==> config.mk <==
export PLATFORM = sky130hd
export DESIGN_NAME = if_stage_flat
export DESIGN_NICKNAME = d
export VERILOG_FILES = /design/src/rtl/if_stage_pkg.sv /design/src/rtl/if_stage_if.sv /design/src/rtl/if_queue.sv /design/src/rtl/if_stage.sv /design/src/flat_wrapper.sv
export SDC_FILE = /design/constraint.sdc
export NUM_CORES = 1
export LEC_CHECK = 0
export BUFFER_PORTS_ARGS = -buffer_cell sky130_fd_sc_hd__buf_2
export CAP_MARGIN = 10
export CORE_MARGIN = 5
export CORE_UTILIZATION = 58
export CTS_BUF_LIST = sky130_fd_sc_hd__clkbuf_2 sky130_fd_sc_hd__clkbuf_4 sky130_fd_sc_hd__clkbuf_8
export DETAILED_ROUTE_END_ITERATION = 16
export GPL_TIMING_DRIVEN = 0
export HOLD_SLACK_MARGIN = 0.06
export PLACE_DENSITY = 0.86
export SYNTH_ARGS = -nofsm -noshare
export SYNTH_HDL_FRONTEND = slang
export SYNTH_HIERARCHICAL = 1
export SYNTH_SLANG_ARGS = --single-unit
==> constraint.sdc <==
create_clock -name clk -period 3.6 [get_ports clk]
set_input_delay 0 -clock clk [delete_from_list [all_inputs] [get_ports clk]]
set_output_delay 0 -clock clk [all_outputs]
set_load 0.01 [all_outputs]
==> src/rtl/if_stage_pkg.sv <==
// Shared definitions for the instruction-fetch stage: FSM encoding,
// prefetch-queue entry layout and the default reset PC.
package mips_define;

   localparam logic [31:0] DEFAULT_RESET_PC = 32'h0000_0000;

   typedef enum logic [1:0] {
      S_RUN  = 2'd0,
      S_WAIT = 2'd1,
      S_DROP = 2'd2
   } state_e;

   // pc_4 is stored rather than recomputed so the head fields read 0 after reset
   typedef struct packed {
      logic [31:0] pc;
      logic [31:0] pc_4;
      logic [31:0] inst;
   } if_entry_t;

endpackage

==> src/rtl/if_stage_if.sv <==
// Bus bundle between the fetch stage, instruction memory and decode.
// Handshakes: memory samples inst_addr whenever inst_ren=1 (no back-pressure) and
// answers later with one inst_ack pulse; decode takes the head when if_valid & id_ready.
interface if_stage_if;

   logic        inst_ren;
   logic [31:0] inst_addr;
   logic        inst_ack;
   logic [31:0] inst_data;
   logic        redirect_valid;
   logic [31:0] redirect_pc;
   logic        id_ready;
   logic        if_valid;
   logic [31:0] if_inst;
   logic [31:0] if_pc;
   logic [31:0] if_pc_4;

   modport master (
      output inst_ren, inst_addr, if_valid, if_inst, if_pc, if_pc_4,
      input  inst_ack, inst_data, redirect_valid, redirect_pc, id_ready
   );

   modport slave (
      input  inst_ren, inst_addr, if_valid, if_inst, if_pc, if_pc_4,
      output inst_ack, inst_data, redirect_valid, redirect_pc, id_ready
   );

endinterface

==> src/rtl/if_queue.sv <==
// Small synchronous FIFO holding fetched {pc, pc+4, inst} entries; clr_i
// empties it in one cycle and takes priority over read and write.
module if_queue
   import mips_define::*;
#(
   parameter int DEPTH = 2
) (
   input  logic                   clk_i,
   input  logic                   rst_ni,
   input  logic                   clr_i,
   input  logic                   wr_i,
   input  if_entry_t              wr_data_i,
   input  logic                   rd_i,
   output if_entry_t              rd_data_o,
   output logic                   full_o,
   output logic                   empty_o,
   output logic [$clog2(DEPTH):0] count_o
);

   localparam int PW = $clog2(DEPTH);
   localparam int CW = PW + 1;

   if_entry_t         mem_q [DEPTH];
   logic [PW-1:0]     wr_ptr_q;
   logic [PW-1:0]     rd_ptr_q;
   logic [CW-1:0]     count_q;

   always_ff @(posedge clk_i or negedge rst_ni) begin
      if (!rst_ni) begin
         for (int i = 0; i < DEPTH; i++) mem_q[i] <= '0;
         wr_ptr_q <= '0;
         rd_ptr_q <= '0;
         count_q  <= '0;
      end else if (clr_i) begin
         wr_ptr_q <= '0;
         rd_ptr_q <= '0;
         count_q  <= '0;
      end else begin
         if (wr_i) begin
            mem_q[wr_ptr_q] <= wr_data_i;
            wr_ptr_q        <= wr_ptr_q + PW'(1);
         end
         if (rd_i) rd_ptr_q <= rd_ptr_q + PW'(1);
         count_q <= count_q + CW'(wr_i) - CW'(rd_i);
      end
   end

   assign rd_data_o = mem_q[rd_ptr_q];
   assign empty_o   = (count_q == '0);
   assign full_o    = (count_q == CW'(DEPTH));
   assign count_o   = count_q;

endmodule

==> src/rtl/if_stage.sv <==
// Instruction-fetch stage: owns the fetch PC, keeps at most one memory request
// in flight, buffers responses in a prefetch queue and handles redirects.
module if_stage
   import mips_define::*;
#(
   parameter logic [31:0] RESET_PC = DEFAULT_RESET_PC,
   parameter int          QDEPTH   = 2
) (
   input  logic        clk,
   input  logic        cpu_rst_n,
   input  logic        cpu_en,
   if_stage_if.master  bus,
   output state_e      dbg_state_o
);

   localparam int CW = $clog2(QDEPTH) + 1;

   state_e        state_q, state_d;
   logic [31:0]   fetch_pc_q, fetch_pc_d;
   logic          redir;
   logic          ack_wait;
   logic          q_wr;
   logic          pop;
   logic          space;
   logic          ren;
   logic [CW-1:0] q_count;
   logic [CW-1:0] occ_next;
   logic          q_full;
   logic          q_empty;
   if_entry_t     q_wdata;
   if_entry_t     q_head;

   assign redir    = cpu_en & bus.redirect_valid;
   assign ack_wait = (state_q == S_WAIT) & bus.inst_ack;
   assign q_wr     = ack_wait & ~redir;

   assign bus.if_valid = ~q_empty & ~redir;
   assign pop          = bus.if_valid & bus.id_ready & cpu_en;

   // Issue only if the response of the new request is guaranteed a slot
   assign occ_next = q_count + CW'(q_wr) - CW'(pop);
   assign space    = (occ_next < CW'(QDEPTH));
   assign ren      = cpu_rst_n & cpu_en & ~bus.redirect_valid & space
                     & ((state_q == S_RUN) | ack_wait);

   assign bus.inst_ren  = ren;
   assign bus.inst_addr = fetch_pc_q;

   // In S_WAIT the fetch PC has already advanced past the outstanding request
   assign q_wdata = if_entry_t'{pc: fetch_pc_q - 32'd4, pc_4: fetch_pc_q, inst: bus.inst_data};

   assign bus.if_inst = q_head.inst;
   assign bus.if_pc   = q_head.pc;
   assign bus.if_pc_4 = q_head.pc_4;
   assign dbg_state_o = state_q;

   always_comb begin
      state_d    = state_q;
      fetch_pc_d = fetch_pc_q;
      if (redir) begin
         fetch_pc_d = {bus.redirect_pc[31:2], 2'b00};
         if (state_q != S_RUN) state_d = bus.inst_ack ? S_RUN : S_DROP;
      end else if (ren) begin
         fetch_pc_d = fetch_pc_q + 32'd4;
         state_d    = S_WAIT;
      end else if ((state_q != S_RUN) && bus.inst_ack) begin
         state_d = S_RUN;
      end
   end

   always_ff @(posedge clk or negedge cpu_rst_n) begin
      if (!cpu_rst_n) begin
         state_q    <= S_RUN;
         fetch_pc_q <= RESET_PC;
      end else begin
         state_q    <= state_d;
         fetch_pc_q <= fetch_pc_d;
      end
   end

   if_queue #(.DEPTH(QDEPTH)) u_queue (
      .clk_i     (clk),
      .rst_ni    (cpu_rst_n),
      .clr_i     (redir),
      .wr_i      (q_wr),
      .wr_data_i (q_wdata),
      .rd_i      (pop),
      .rd_data_o (q_head),
      .full_o    (q_full),
      .empty_o   (q_empty),
      .count_o   (q_count)
   );

   no_overflow: assert property (@(posedge clk) disable iff (!cpu_rst_n)
      !(q_wr && q_full && !pop));

endmodule
==> src/flat_wrapper.sv <==
// flat-port wrapper written by rule: the top's interface ports become plain ports
module if_stage_flat import mips_define::*;
#(
   parameter logic [31:0] RESET_PC = DEFAULT_RESET_PC,
   parameter int          QDEPTH   = 2
)
  (clk, cpu_rst_n, cpu_en, dbg_state_o, bus_inst_ren, bus_inst_addr, bus_if_valid, bus_if_inst, bus_if_pc, bus_if_pc_4, bus_inst_ack, bus_inst_data, bus_redirect_valid, bus_redirect_pc, bus_id_ready);
  if_stage_if bus_i ();
  input  logic clk;
  input  logic cpu_rst_n;
  input  logic cpu_en;
  output state_e dbg_state_o;
  output wire logic [$bits(bus_i.inst_ren)-1:0] bus_inst_ren;
  output wire logic [$bits(bus_i.inst_addr)-1:0] bus_inst_addr;
  output wire logic [$bits(bus_i.if_valid)-1:0] bus_if_valid;
  output wire logic [$bits(bus_i.if_inst)-1:0] bus_if_inst;
  output wire logic [$bits(bus_i.if_pc)-1:0] bus_if_pc;
  output wire logic [$bits(bus_i.if_pc_4)-1:0] bus_if_pc_4;
  input wire logic [$bits(bus_i.inst_ack)-1:0] bus_inst_ack;
  input wire logic [$bits(bus_i.inst_data)-1:0] bus_inst_data;
  input wire logic [$bits(bus_i.redirect_valid)-1:0] bus_redirect_valid;
  input wire logic [$bits(bus_i.redirect_pc)-1:0] bus_redirect_pc;
  input wire logic [$bits(bus_i.id_ready)-1:0] bus_id_ready;
  assign bus_inst_ren = bus_i.inst_ren;
  assign bus_inst_addr = bus_i.inst_addr;
  assign bus_if_valid = bus_i.if_valid;
  assign bus_if_inst = bus_i.if_inst;
  assign bus_if_pc = bus_i.if_pc;
  assign bus_if_pc_4 = bus_i.if_pc_4;
  assign bus_i.inst_ack = bus_inst_ack;
  assign bus_i.inst_data = bus_inst_data;
  assign bus_i.redirect_valid = bus_redirect_valid;
  assign bus_i.redirect_pc = bus_redirect_pc;
  assign bus_i.id_ready = bus_id_ready;
  if_stage #(.RESET_PC(RESET_PC), .QDEPTH(QDEPTH)) u_core (.clk(clk), .cpu_rst_n(cpu_rst_n), .cpu_en(cpu_en), .bus(bus_i), .dbg_state_o(dbg_state_o));
endmodule
Word level (Yosys, flattened, before mapping) --
Cells that the tools add are included.
Storage, ports and cells: register bits after elaboration 230, input bits 70, output and inout port bits 132, logic and storage cells 68
Cells by class: add/subtract/negate cells 6, $lt $le $gt $ge 4, equal/unequal tests 2, muxes and demuxes 18, bitwise gates (word level) 16, reduce and logical (&&, ||, !) cells 11
Operator list (number):
- $mux 96 | 4
- $bwmux 192 | 1
- $demux 96 s1 | 1
- $mux 32 | 2
- $add 32x3->32 const B | 1
- $sub 32x3->32 const B | 1
- $mux 2 | 6
- $and 1x1->1 | 10
- $reduce_bool 2->1 | 4
- $ge 2x2->1 const B | 2
- $logic_not 2->1 | 2
- $mux 1 | 4
- $not 1->2 | 2
- $reduce_and 2->1 | 2
- $not 1->1 | 3
- $reduce_bool 3->1 | 1
- $add 1x1->1 const B | 2
- $add 2x1->2 | 1
- $eq 2x1->1 const B | 1
- $logic_and 1x1->1 | 2
- $lt 2x1->1 const B | 1
- $lt 2x2->1 const B | 1
- $ne 2x2->1 const B | 1
- $sub 2x1->2 | 1
- $or 1x1->1 | 1

Logic depth before layout (Yosys ltp) --
depth after elaboration 11, gate-level depth with buffers 12, depth with buffers taken out 9

Modules after synthesis --
The synthesis kept the hierarchy.
Modules (own cells, without submodules):
- if_queue | instances 1, cells an instance 530, area each 8440.6 µm², sequential area each 4904.7 µm²
- if_stage | instances 1, cells an instance 391, area each 2969.1 µm², sequential area each 800.8 µm²

Least setup slack after synthesis --
No wires, ideal clock.
path kind reg-to-reg, start point register u_core.u_queue.count_q[1] (netlist: u_core/u_queue/count_o[1]), end point register u_core.fetch_pc_q[24] (netlist: u_core/bus.inst_addr[24]), library setup time 126 ps, data arrival time 2734 ps, data required time 3474 ps, path slack 740 ps, stages on the path, launching flop included 11, path buffers 2, period minus slack after synthesis 2860 ps, path through dfrtp_1 -> nor2_1 -> nor3b_1 -> ha_1 -> nor4bb_1 -> xnor2_1 -> or2_2 -> clkbuf_1 -> buf_1 -> nor3_1 -> a221o_1
Between the ends: word-level cells in the longest chain between the ends 10, elaborated cells on any way between the ends 11, those cells by class add/sub (2); order compare (1); bitwise (6); reduce/logical (2)
Ends and longest elaborated chain:
- start, declared | RTL line if_queue.sv:26 | logic [CW-1:0] count_q;
- start signal, assigned | RTL line if_queue.sv:44 | count_q <= count_q + CW'(wr_i) - CW'(rd_i);
- $logic_not 2->1 | RTL line if_queue.sv:49 | assign empty_o = (count_q == '0);
- via u_core.q_empty | RTL line if_stage.sv:29 | logic q_empty;
- $not 1->1 | RTL line if_stage.sv:37 | assign bus.if_valid = ~q_empty & ~redir;
- $and 1x1->1 | RTL line if_stage.sv:37
- $and 1x1->1 (2 in a row) | RTL line if_stage.sv:38 | assign pop = bus.if_valid & bus.id_ready & cpu_en;
- via u_core.pop | RTL line if_stage.sv:23 | logic pop;
- $sub 2x1->2 | RTL line if_stage.sv:41 | assign occ_next = q_count + CW'(q_wr) - CW'(pop);
- $lt 2x2->1 | RTL line if_stage.sv:42 | assign space = (occ_next < CW'(QDEPTH));
- $and 1x1->1 | RTL line if_stage.sv:43 | assign ren = cpu_rst_n & cpu_en & ~bus.redirect_valid & space
- $and 1x1->1 | RTL line if_stage.sv:44 | & ((state_q == S_RUN) | ack_wait);
- $reduce_bool 2->1 (no source line)
- end signal, assigned | RTL line if_stage.sv:77 | fetch_pc_q <= fetch_pc_d;
- end, declared | RTL line if_stage.sv:19 | logic [31:0] fetch_pc_q, fetch_pc_d;
The timed path passes the listed nets, and every way through them passes these cells. A chain may end at the register's enable or synchronous reset.

Final worst setup path --
start point register u_core.u_queue.count_q[1] (netlist: u_core/u_queue/count_o[1]), end point output port bus_inst_ren
Between the ends: word-level cells in the longest chain between the ends 9, elaborated cells on any way between the ends 10, those cells by class add/sub (2); order compare (1); bitwise (6); reduce/logical (1)
Ends and longest elaborated chain:
- $logic_not 2->1 | RTL line if_queue.sv:49
- via u_core.q_empty | RTL line if_stage.sv:29
- $not 1->1 | RTL line if_stage.sv:37
- $and 1x1->1 | RTL line if_stage.sv:37
- $and 1x1->1 (2 in a row) | RTL line if_stage.sv:38
- via u_core.pop | RTL line if_stage.sv:23
- $sub 2x1->2 | RTL line if_stage.sv:41
- $lt 2x2->1 | RTL line if_stage.sv:42
- $and 1x1->1 | RTL line if_stage.sv:43
- $and 1x1->1 | RTL line if_stage.sv:44
- end, declared | RTL line flat_wrapper.sv:13 | output wire logic [$bits(bus_i.inst_ren)-1:0] bus_inst_ren;
The timed path passes the listed nets, and every way through them passes these cells.

==> impl_metrics.xml <==
<?xml version="1.0" encoding="UTF-8"?>
<metrics>
  <group name="clocking">
    <metric name="cts-htree-levels" unit="">2</metric>
    <metric name="cts-root-buf" unit="">clkbuf_8</metric>
    <metric name="cts_made_buffers" unit="">39</metric>
    <metric name="cts.sinks" unit="">228</metric>
    <metric name="clkSlewWorstSetupHoldPaths" unit="ns">0.06</metric>
    <metric name="tritoncts_clock_tree" unit="">done</metric>
    <metric name="worst_skew_pair.late_latency" unit="ns">0.54</metric>
    <metric name="cts-root-to-sink-buffers" unit="">3</metric>
  </group>
  <group name="logic_synthesis">
    <metric name="netlist_area" unit="um2">11400</metric>
    <metric name="yosysWarnings" unit="">6</metric>
    <metric name="synth_cells" unit="">920</metric>
    <metric name="avgSynthCellArea" unit="um2">12.40</metric>
  </group>
  <group name="sta">
    <metric name="final-setup-viol-count" unit="">0</metric>
    <metric name="timing.final.crit_share" unit="%">95.52</metric>
    <metric name="timing.max_slew.rel_slack" unit="%">32.64</metric>
    <metric name="report.final.slew_viol_count" unit="">0</metric>
    <metric name="postLayoutSetupSlackWorst" unit="ns">0.1612</metric>
    <metric name="max_clock_freq" unit="MHz">290.8</metric>
    <metric name="min_period" unit="ns">3.439</metric>
    <metric name="final.setup_skew" unit="ns">0.03795</metric>
    <metric name="timing_worst_slew_pin_value" unit="ns">1.002</metric>
    <metric name="finalHoldViolations" unit="">0</metric>
    <metric name="fin_worst_hold_slack" unit="ns">0.04326</metric>
    <metric name="unrepaired_setup_endpoints_after_global_routing" unit="">false</metric>
  </group>
  <group name="power_and_ir_drop">
    <metric name="seq_power_share" unit="%">39.8</metric>
    <metric name="switching_share" unit="%">32.86</metric>
    <metric name="power.share.clock" unit="%">22.8</metric>
    <metric name="internal_power" unit="mW">6.794</metric>
    <metric name="ir_drop" unit="V">0.0003865</metric>
    <metric name="power-per-cell-area" unit="nW/um2">709.4</metric>
    <metric name="net-switching-power" unit="mW">3.325</metric>
    <metric name="power_frac_comb" unit="%">37.5</metric>
    <metric name="cellLeakagePower" unit="nW">6.897</metric>
  </group>
  <group name="worst_setup_path">
    <metric name="setup.worst_path.end_class" unit="">output pin</metric>
    <metric name="start_kind" unit="">flip-flop</metric>
    <metric name="cp.required" unit="ns">3.60</metric>
    <metric name="setup.worst_path.class" unit="">flip-flop to output pin</metric>
    <metric name="critical_path_peak_fanout" unit="">10</metric>
    <metric name="reg2regPathDepth" unit="">10</metric>
    <metric name="cp.arrival" unit="ns">3.44</metric>
  </group>
  <group name="placed_design">
    <metric name="port_buffers" unit="">197</metric>
    <metric name="hpwl_after_detailed_placement" unit="um">20740</metric>
    <metric name="finalWeightedCongestion" unit="">0.9215</metric>
    <metric name="place_worst_setup_slack" unit="ns">-0.2482</metric>
  </group>
  <group name="finish">
    <metric name="layout.area.seq" unit="um2">5705</metric>
    <metric name="multi_input_logic_area" unit="um2">5127</metric>
    <metric name="share_of_post_route_cells_with_drive_strength_above_1" unit="%">49.72</metric>
    <metric name="design.final.nets" unit="">1311</metric>
    <metric name="n_fill_cell" unit="">1322</metric>
    <metric name="areaGrowthSynthToFinish" unit="%">25.08</metric>
  </group>
  <group name="floorplan">
    <metric name="design.core.area" unit="um2">19400</metric>
    <metric name="initial_utilization" unit="%">58.78</metric>
    <metric name="floorplan.die.height" unit="um">150.2</metric>
    <metric name="fp.dieArea" unit="um2">22570</metric>
    <metric name="die_span_in_x" unit="um">150.2</metric>
    <metric name="row_count" unit="">51</metric>
    <metric name="ioPinCount" unit="">202</metric>
  </group>
  <group name="drt">
    <metric name="vias_per_cell" unit="">5.741</metric>
    <metric name="vias" unit="">8732</metric>
    <metric name="wl" unit="um">30630</metric>
    <metric name="residual_antenna_violating_net_count_after_detailed_routing" unit="">0</metric>
    <metric name="post-route-drc-count" unit="">0</metric>
    <metric name="drt-pass1-iter-count" unit="">5</metric>
    <metric name="avgRoutedWirePerCell" unit="um">20.14</metric>
    <metric name="drt-initial-drc-count" unit="">881</metric>
  </group>
  <group name="grt">
    <metric name="grt_max_degree" unit="">124</metric>
    <metric name="globalRouteOverflowTotal" unit="">0</metric>
    <metric name="grt_use_total" unit="%">27.19</metric>
    <metric name="vias_in_the_first_global_route" unit="">9072</metric>
    <metric name="antenna_found_initial" unit="">1</metric>
    <metric name="grt_pass1_wl" unit="um">47830</metric>
  </group>
  <group name="hold_path">
    <metric name="min-delay-path-class" unit="">input pin to async pin</metric>
  </group>
  <group name="run">
    <metric name="maxcap_viol_count" unit="">0</metric>
  </group>
  <group name="run_status">
    <metric name="status" unit="">finished, final reports clean</metric>
  </group>
</metrics>
## layout by cell type, fill, tap and decap left out, drive strengths merged, types with 22 or more instances in the layout
cell	n
buf	262
clkbuf	87
dfrtp	228
dlygate4sd3	68
inv	24
mux2	289
nand2	45
nand3	22
nor2	26
xnor2	25
## through the flow
stage,instances,power [mW],setup TNS [ns],cell area (um2),util [%]
2_1_floorplan,929,6.316,0,11440,-
3_3_place_gp,1391,7.553,-394.32,12750,65.75
3_5_place_dp,1392,7.731,-1.530,12790,65.94
4_1_cts,1520,10.14,0,14240,73.42
5_1_grt,1521,10.68,0,14260,73.53
6_report,1521,10.12,0,14260,73.53
## power groups by stage
stage / logic (mW) / clock network (mW) / registers (mW)
floorplan: 2.49 / 0 / 3.83
finish: 3.79 / 2.30 / 4.02
global placement: 3.59 / 0 / 3.96
global route: 4.08 / 2.48 / 4.12
CTS: 3.78 / 2.36 / 4.00
detailed placement: 3.70 / 0 / 4.04
## worst paths after layout
check	startpoint	to	slack, ns
setup reg to reg	u_core/u_queue/count_o[1]	u_core/bus.inst_addr[30]	0.23
setup / recovery	u_core/u_queue/count_o[1]	bus_inst_ren	0.16
max in group asynchronous	cpu_rst_n	u_core/u_queue/mem_q[95]	2.59
hold reg to reg	u_core/u_queue/mem_q[103]	u_core/u_queue/mem_q[103]	0.50
hold / removal	cpu_rst_n	u_core/u_queue/mem_q[117]	0.04
min in group clk	bus_redirect_valid	u_core/bus.inst_addr[6]	0.15
## worst max-delay path: stages, from the launching register on
cell      delay, ns
dfrtp_1        0.39
nor2_1         0.08
nor3b_2        0.27
ha_1           0.30
nor4bb_2       0.37
xnor2_2        0.24
or2_2          0.38
inv_1          0.11
buf_2          0.26
buf_2          0.29
buf_2          0.19
## per-layer routing
metal  share of wire (%)  routed length (um)  vias up  track usage, %
met5                   0                   0        -               0
met4                 3.0                 910        0           9.607
met3                 7.7                2361       80           4.907
met2                  49               15030      422           45.64
met1                  40               12330     4338           35.73
li1                    -                   -     3892               -
## state kept, by name, summed over array words and instances (netlist names)
name                     flops
u_core/bus.inst_addr        30
u_core/dbg_state_o           2
u_core/u_queue/count_o       2
u_core/u_queue/mem_q       192
u_core/u_queue/rd_ptr_q      1
u_core/u_queue/wr_ptr_q      1
## final cells by class
cell class / instances / share of cell area (%)
antenna: 1 / 0.01754
buffer: 91 / 3.719
inverter: 25 / 0.6579
tap: 265 / 2.325
timing repair buffer: 266 / 11.98
clock buffer: 60 / 5.351
sequential: 228 / 40.00
multi-input combinational: 585 / 35.95
## repair_timing
| item | CTS | global route |
|---|---|---|
| hold endpoints to repair | 205 | 0 |
| hold buffers | 68 | 0 |
| buffers inserted | 0 | 0 |
| setup endpoints to repair | 4 | 2 |
| gates resized for setup | 2 | 3 |
Note: power is estimated with default switching activity, not from simulation.
